**src/rtl/brick_pkg.sv**
```systemverilog
// Shared constants for the Breakout brick field: game phases, palette, sizing.
// Row palette is only referenced when BRICK_ROW_COLOR_EN is defined.
package brick_pkg;

    typedef enum logic [1:0] {
        ST_IDLE        = 2'd0,
        ST_PLAY        = 2'd1,
        ST_LEVEL_CLEAR = 2'd2,
        ST_GAME_OVER   = 2'd3
    } gameState_t;

    localparam logic [11:0] PAL_RED    = 12'hF00;
    localparam logic [11:0] PAL_ORANGE = 12'hF80;
    localparam logic [11:0] PAL_YELLOW = 12'hFF0;
    localparam logic [11:0] PAL_GREEN  = 12'h0F0;
    localparam logic [11:0] PAL_BLUE   = 12'h00F;

    localparam logic [11:0] COLOUR_DEFAULT = PAL_ORANGE;

    function automatic int BRICKS_TOTAL(input int rows, input int cols);
        return rows * cols;
    endfunction

    function automatic logic [11:0] rowColour(input int row);
        logic [11:0] c;
        case (row % 5)
            0:       c = PAL_RED;
            1:       c = PAL_ORANGE;
            2:       c = PAL_YELLOW;
            3:       c = PAL_GREEN;
            default: c = PAL_BLUE;
        endcase
        return c;
    endfunction

endpackage

```
**src/rtl/brick_render_lookup.sv**
```systemverilog
// Pixel to brick lookup: row/col mapping, mortar test, bitmap select, colour.
// Registered on pTick; per-row palette when BRICK_ROW_COLOR_EN is defined.
module brick_render_lookup
    import brick_pkg::*;
#(
    parameter int ROWS    = 5,
    parameter int COLS    = 10,
    parameter int LOG2_BW = 6,
    parameter int LOG2_BH = 4,
    parameter int TOP_Y   = 32,
    parameter int TOTAL   = ROWS * COLS
) (
    input  logic             clock,
    input  logic             reset,
    input  logic             pTick,
    input  logic [9:0]       pixelX,
    input  logic [9:0]       pixelY,
    input  logic [TOTAL-1:0] alive,
    output logic             brick_on,
    output logic [3:0]       objRed,
    output logic [3:0]       objGreen,
    output logic [3:0]       objBlue
);

    localparam int IDXW = (TOTAL > 1) ? $clog2(TOTAL) : 1;

    logic [9:0]      yRel;
    logic [9:0]      rowFull;
    logic [9:0]      colFull;
    logic [IDXW-1:0] pixIdx;
    logic            inRange;
    logic            bitSet;
    logic            mortar;
    logic            pixOn;
    logic [11:0]     colour;

    // Map the pixel onto the brick grid and pick its colour
    always_comb begin
        yRel    = pixelY - 10'(TOP_Y);
        rowFull = yRel >> LOG2_BH;
        colFull = pixelX >> LOG2_BW;
        inRange = (pixelY >= 10'(TOP_Y))
                  && (int'(rowFull) < ROWS)
                  && (int'(colFull) < COLS);
        pixIdx  = IDXW'(int'(rowFull) * COLS + int'(colFull));
        bitSet  = inRange && alive[pixIdx];
        mortar  = (pixelX[LOG2_BW-1:0] == '0)
                  || (yRel[LOG2_BH-1:0] == '0);
        pixOn   = bitSet && !mortar;
`ifdef BRICK_ROW_COLOR_EN
        colour  = rowColour(int'(rowFull));
`else
        colour  = COLOUR_DEFAULT;
`endif
    end

    // One pTick of latency; colour forced to black off-brick
    always_ff @(posedge clock or negedge reset) begin
        if (!reset) begin
            brick_on <= 1'b0;
            objRed   <= '0;
            objGreen <= '0;
            objBlue  <= '0;
        end else if (pTick) begin
            brick_on <= pixOn;
            {objRed, objGreen, objBlue} <= pixOn ? colour : 12'h000;
        end
    end

endmodule

```
**src/rtl/brick_field_controller.sv**
```systemverilog
// Breakout brick field: alive bitmap, score, lives, game phase, hit handshake.
// Optional BRICK_ROW_COLOR_EN selects a per-row brick palette.
module brick_field_controller
    import brick_pkg::*;
#(
    parameter int ROWS         = 5,
    parameter int COLS         = 10,
    parameter int LOG2_BW      = 6,
    parameter int LOG2_BH      = 4,
    parameter int TOP_Y        = 32,
    parameter int LIVES        = 3,
    parameter int CLEAR_FRAMES = 60
) (
    input  logic       clock,
    input  logic       reset,
    input  logic       pTick,
    input  logic       frame_tick,
    input  logic [9:0] pixelX,
    input  logic [9:0] pixelY,
    input  logic       start,
    input  logic       ball_lost,
    input  logic       hit_req,
    input  logic [2:0] hit_row,
    input  logic [3:0] hit_col,
    output logic       hit_ack,
    output logic       hit_was_alive,
    output logic [1:0] game_state,
    output logic [9:0] score,
    output logic [1:0] lives,
    output logic [6:0] bricks_left,
    output logic       brick_on,
    output logic [3:0] objRed,
    output logic [3:0] objGreen,
    output logic [3:0] objBlue
);

    localparam int TOTAL = BRICKS_TOTAL(ROWS, COLS);
    localparam int IDXW  = (TOTAL > 1) ? $clog2(TOTAL) : 1;
    localparam int CNTW  = $clog2(CLEAR_FRAMES + 1);

    localparam logic [9:0]      SCORE_MAX  = 10'd1023;
    localparam logic [1:0]      LIVES_INIT = 2'(LIVES);
    localparam logic [6:0]      BRICKS_INIT = 7'(TOTAL);
    localparam logic [CNTW-1:0] CNT_LAST   = CNTW'(CLEAR_FRAMES - 1);

    gameState_t      state;
    gameState_t      stateNext;
    logic [TOTAL-1:0] alive;
    logic [TOTAL-1:0] aliveNext;
    logic [9:0]      scoreReg;
    logic [9:0]      scoreNext;
    logic [1:0]      livesReg;
    logic [1:0]      livesNext;
    logic [6:0]      bricksReg;
    logic [6:0]      bricksNext;
    logic [CNTW-1:0] frameCnt;
    logic [CNTW-1:0] frameCntNext;
    logic            ackReg;
    logic            wasAliveReg;
    logic            accept;
    logic            inRange;
    logic            hitAlive;
    logic [IDXW-1:0] hitIdx;

    // Decode the pending hit request against the bitmap
    always_comb begin
        accept   = hit_req && !ackReg;
        inRange  = (int'(hit_row) < ROWS) && (int'(hit_col) < COLS);
        hitIdx   = IDXW'(int'(hit_row) * COLS + int'(hit_col));
        hitAlive = accept && (state == ST_PLAY)
                   && inRange && alive[hitIdx];
    end

    // Game phase transitions and field bookkeeping
    always_comb begin
        stateNext    = state;
        aliveNext    = alive;
        scoreNext    = scoreReg;
        livesNext    = livesReg;
        bricksNext   = bricksReg;
        frameCntNext = frameCnt;
        unique case (state)
            ST_IDLE, ST_GAME_OVER: begin
                if (start) begin
                    aliveNext    = '1;
                    bricksNext   = BRICKS_INIT;
                    scoreNext    = '0;
                    livesNext    = LIVES_INIT;
                    frameCntNext = '0;
                    stateNext    = ST_PLAY;
                end
            end
            ST_PLAY: begin
                if (hitAlive) begin
                    aliveNext[hitIdx] = 1'b0;
                    bricksNext = bricksReg - 7'd1;
                    if (scoreReg != SCORE_MAX)
                        scoreNext = scoreReg + 10'd1;
                    if (bricksReg == 7'd1) begin
                        stateNext    = ST_LEVEL_CLEAR;
                        frameCntNext = '0;
                    end
                end
                // Losing the last life overrides a level clear
                if (ball_lost && livesReg != 2'd0) begin
                    livesNext = livesReg - 2'd1;
                    if (livesReg == 2'd1)
                        stateNext = ST_GAME_OVER;
                end
            end
            ST_LEVEL_CLEAR: begin
                if (frame_tick) begin
                    if (frameCnt == CNT_LAST) begin
                        aliveNext    = '1;
                        bricksNext   = BRICKS_INIT;
                        frameCntNext = '0;
                        stateNext    = ST_PLAY;
                    end else begin
                        frameCntNext = frameCnt + 1'b1;
                    end
                end
            end
            default: ;
        endcase
    end

    // Field state registers
    always_ff @(posedge clock or negedge reset) begin
        if (!reset) begin
            state     <= ST_IDLE;
            alive     <= '1;
            scoreReg  <= '0;
            livesReg  <= LIVES_INIT;
            bricksReg <= BRICKS_INIT;
            frameCnt  <= '0;
        end else begin
            state     <= stateNext;
            alive     <= aliveNext;
            scoreReg  <= scoreNext;
            livesReg  <= livesNext;
            bricksReg <= bricksNext;
            frameCnt  <= frameCntNext;
        end
    end

    // Hit handshake: ack every request exactly one cycle later
    always_ff @(posedge clock or negedge reset) begin
        if (!reset) begin
            ackReg      <= 1'b0;
            wasAliveReg <= 1'b0;
        end else begin
            ackReg      <= accept;
            wasAliveReg <= hitAlive;
        end
    end

    assign hit_ack       = ackReg;
    assign hit_was_alive = wasAliveReg;
    assign game_state    = state;
    assign score         = scoreReg;
    assign lives         = livesReg;
    assign bricks_left   = bricksReg;

    brick_render_lookup #(
        .ROWS    (ROWS),
        .COLS    (COLS),
        .LOG2_BW (LOG2_BW),
        .LOG2_BH (LOG2_BH),
        .TOP_Y   (TOP_Y),
        .TOTAL   (TOTAL)
    ) uRender (
        .clock    (clock),
        .reset    (reset),
        .pTick    (pTick),
        .pixelX   (pixelX),
        .pixelY   (pixelY),
        .alive    (alive),
        .brick_on (brick_on),
        .objRed   (objRed),
        .objGreen (objGreen),
        .objBlue  (objBlue)
    );

endmodule

```
**config.mk**
```make
export PLATFORM = sky130hd
export DESIGN_NAME = brick_field_controller
export DESIGN_NICKNAME = d
export VERILOG_FILES = /design/src/rtl/brick_pkg.sv /design/src/rtl/brick_render_lookup.sv /design/src/rtl/brick_field_controller.sv
export SDC_FILE = /design/constraint.sdc
export NUM_CORES = 1
export LEC_CHECK = 0
export BUFFER_PORTS_ARGS = -buffer_cell sky130_fd_sc_hd__buf_2
export CAP_MARGIN = 20
export CORE_MARGIN = 2
export CORE_UTILIZATION = 45
export CTS_BUF_LIST = sky130_fd_sc_hd__clkbuf_4 sky130_fd_sc_hd__clkbuf_8
export DETAILED_ROUTE_END_ITERATION = 10
export PLACE_DENSITY = 0.76
export SLEW_MARGIN = 10
export SYNTH_ARGS = -nofsm -noshare
export SYNTH_HDL_FRONTEND = slang
export SYNTH_SLANG_ARGS = --single-unit
```
**constraint.sdc**
```tcl
create_clock -name clock -period 2.2 [get_ports clock]
set_input_delay 0.22 -clock clock [delete_from_list [all_inputs] [get_ports clock]]
set_output_delay 0.22 -clock clock [all_outputs]
set_load 0.01 [all_outputs]
```
==> run summary <==
library cell with the highest instance count after synthesis - sky130_fd_sc_hd__nand2_1
critical path launch point type - primary input
Sw Pwr - 0.00188 W
die extent in x - 114 um
Main synth FF type - sky130_fd_sc_hd__dfstp_2
final number of setup-violating endpoints - 76
core utilization of the finished layout - 0.619
placed inst area - 6730 um^2
peak supply drop - 0.486 mV
setup repair after global routing missed its margin - yes
vertical extent of the die - 114 um
critical-path maximum fanout - 8
First-pass DRT Iterations - 7
Final Wtd Congestion - 0.896
clock input transition at the sequential cells of the worst setup and hold paths - 0.08 ns
maximum achievable frequency - 376 MHz
HPWL Detailed - 11300 um
layout cell share with drive strength beyond 1 - 0.470
destination of the worst register-to-register timing path - alive[4]
final count of hold timing violations - 0
biggest area consumer among synthesized cells - sky130_fd_sc_hd__dfstp_2
combinational share of power - 0.439
row count - 40
total vias in the final route - 5132
top area cells in the synthesized netlist - sky130_fd_sc_hd__dfstp_2, sky130_fd_sc_hd__dfrtp_1, sky130_fd_sc_hd__mux4_2
Initial Util - 0.459
first-pass GRT wire length - 25700 um
combined global-route utilization of all metal layers - 0.250
Syn Std Cell Area - 5470 um^2
Worst Hold Margin - 0.0893 ns
Hold Path Cell Cnt - 2
fraction of synthesis flops using an asynchronous set or reset pin - 1.00
post-synthesis sequential area ratio - 0.379
launching element of the worst setup path - hit_row[0]
overall power consumption - 0.00499 W
clock share of power - 0.201
clock latency on the worst-skew pair - 0.39 ns
htree depth - 3
post-detailed-route DRC marker count - 0
share of Yosys cell area claimed by the top area cell type - 0.264
Fin Setup TNS - -24.30 ns
Critical Path End Type - flop
least setup slack across all paths after layout - -0.458 ns
# IOs - 70
required time of the worst setup path - 2.51 ns
R2R cell count - 7
number of enable flip-flop cells after synthesis - 0
overall die area - 13000 um^2
flop2flop setup slack - -0.19 ns
count of state elements after synthesis - 80
antenna diode instance count - 0
post-synthesis cell type count - 73
total overflow reported by the global router - 0
Reg power frac - 0.360
Layout Cell Area excl Fill - 7380 um^2
source of the worst register-to-register timing path - alive[42]
number of antenna violations at the first check in global routing - 0
clock tree from TritonCTS - built
power per cell area - 676 nW/um^2
failing checks - setup timing
detailed-route vias per instance - 6.00
Worst Clk Skew - 0.00915 ns
routed length per instance - 18.7 um
number of warnings reported in the yosys synthesis log - 0
core area - 11900 um^2
min cycle time layout - 2.66 ns
Commonest cells post-synth - sky130_fd_sc_hd__nand2_1, sky130_fd_sc_hd__dfstp_2, sky130_fd_sc_hd__o21ai_0
clock sink count - 80
type of the worst setup path - in2reg
switch share - 0.377
termination of the worst setup path - alive[4]
Buffers on Ports - 62
routed wire length - 16000 um
register area - 2070 um^2
max-capacitance violation count - 0
cell count after synthesis - 552
syn_area_per_cell - 9.91 um^2
share of the cycle needed by the critical path after routing - 1.21
largest net degree at the start of global routing - 48
final net count - 761
filler cell count - 974
number of global-route vias before repair - 5216
static leakage - 3.15 nW
number of nets with antenna violations after detailed routing - 0
path class of the lowest-slack min-delay path - in2reg
area added between synthesis and finish - 34.9%
arrival time reported for the critical path endpoint - 2.97 ns
status - finished with violations
Cell Int Power - 0.00311 W
Max Transition Viols Final - 0
violation count after the first detailed-routing iteration - 297
clock buffers created by TritonCTS - 9
Longest Clk Path Bufs - 2
area used by multi-input combinational logic - 3480 um^2
buffer cell driving the clock tree root - sky130_fd_sc_hd__clkbuf_8
state kept, by name, summed over array words and instances (netlist names):
| signal | count |
|---|---|
| game_state | 2 |
| hit_was_alive | 1 |
| alive | 50 |
| frameCnt | 6 |
| bricks_left | 7 |
| hit_ack | 1 |
| score | 10 |
| lives | 2 |
| uRender.objRed | 1 |
metal layers:
metal  track usage  part of all wire  vias up
met5             0                 0        -
met4        0.0837             0.035        0
met3        0.0603             0.054       54
met2         0.442              0.52      182
met1         0.299              0.39     2548
li1              -                 -     2348
power groups by stage:
stage / registers, W / clock network [W] / logic [W]
floorplan: 0.00184 / 0 / 0.00115
global placement: 0.00180 / 0 / 0.00188
detailed placement: 0.00181 / 0 / 0.00195
CTS: 0.00179 / 0.00102 / 0.00208
global route: 0.00182 / 0.00108 / 0.00237
finish: 0.00179 / 0.00100 / 0.00219
per-stage QoR:
| stage | setup slack, ns | std cells |
|---|---|---|
| final | -0.458 | 856 |
| after detailed placement | -0.890 | 827 |
| after CTS | -0.423 | 853 |
| after floorplan | -0.548 | 558 |
| after global placement | -0.842 | 827 |
| after global routing | -0.548 | 856 |
critical path, stage by stage:
cell                       delay, ns
sky130_fd_sc_hd__buf_8          0.10
sky130_fd_sc_hd__ha_4           0.15
sky130_fd_sc_hd__fa_2           0.63
sky130_fd_sc_hd__buf_12         0.16
sky130_fd_sc_hd__inv_8          0.03
sky130_fd_sc_hd__a211o_1        0.29
sky130_fd_sc_hd__a221oi_2       0.23
sky130_fd_sc_hd__a211o_1        0.23
sky130_fd_sc_hd__o211ai_4       0.14
sky130_fd_sc_hd__a2111o_2       0.56
sky130_fd_sc_hd__o22a_1         0.21
layout make-up:
cell class / count / share of cell area
Sequential cell: 80 / 0.281
Clock inverter: 4 / 0.00305
Tap cell: 147 / 0.0249
Multi-Input combinational cell: 412 / 0.472
Clock buffer: 12 / 0.0198
Inverter: 25 / 0.0142
Timing Repair Buffer: 176 / 0.185
worst min-delay path by stage:
stage | start | endpoint | slack [ns]
detailed placement | reset | hit_ack | 0.21
finish | hit_req | hit_ack | 0.09
CTS | hit_req | hit_ack | 0.08
global route | hit_req | hit_ack | 0.08
floorplan | reset | bricks_left[0] | -0.08
global placement | reset | bricks_left[6] | 0.21
cell families (layout without fill, tap and decap cells):
kind of cell | count (synthesis) | count (layout) | share of synthesized area
AOI/OAI and AO/OA | 154 | 154 | 0.214
and+or+nand+nor | 176 | 176 | 0.162
buffers and inverters | 66 | 217 | 0.0616
muxes | 41 | 41 | 0.110
DFF | 80 | 80 | 0.379
adders and majority gates | 23 | 23 | 0.0554
xor gates and xnor gates | 11 | 11 | 0.0176
other | 1 | 7 | 0.000686
placed cells by master, fill, tap and decap left out, drive strengths merged, types with 7 or more instances in the layout:
master / synthesis / routed
a21oi: 16 / 16
and3: 8 / 8
buf: 26 / 174
clkbuf: 15 / 13
conb: 1 / 7
dfrtp: 25 / 25
dfstp: 55 / 55
ha: 21 / 21
inv: 25 / 24
mux2i: 23 / 23
mux4: 15 / 15
nand2: 67 / 67
nand2b: 11 / 11
nand3: 16 / 16
nor2: 21 / 21
nor3: 9 / 9
o21ai: 33 / 33
o22a: 23 / 23
o31ai: 20 / 20
xnor2: 7 / 7
what timing repair did:
| item | in CTS | in global routing |
|---|---|---|
| cloned | 2 | 1 |
| hold buffers | 1 | 0 |
| resized for setup | 40 | 34 |
| endpoints found under the setup margin | 76 | 77 |
| setup buffers | 8 | 3 |
| endpoints found under the hold margin | 18 | 0 |
| pin swaps | 9 | 9 |
Power figures use the tool's default switching activity.
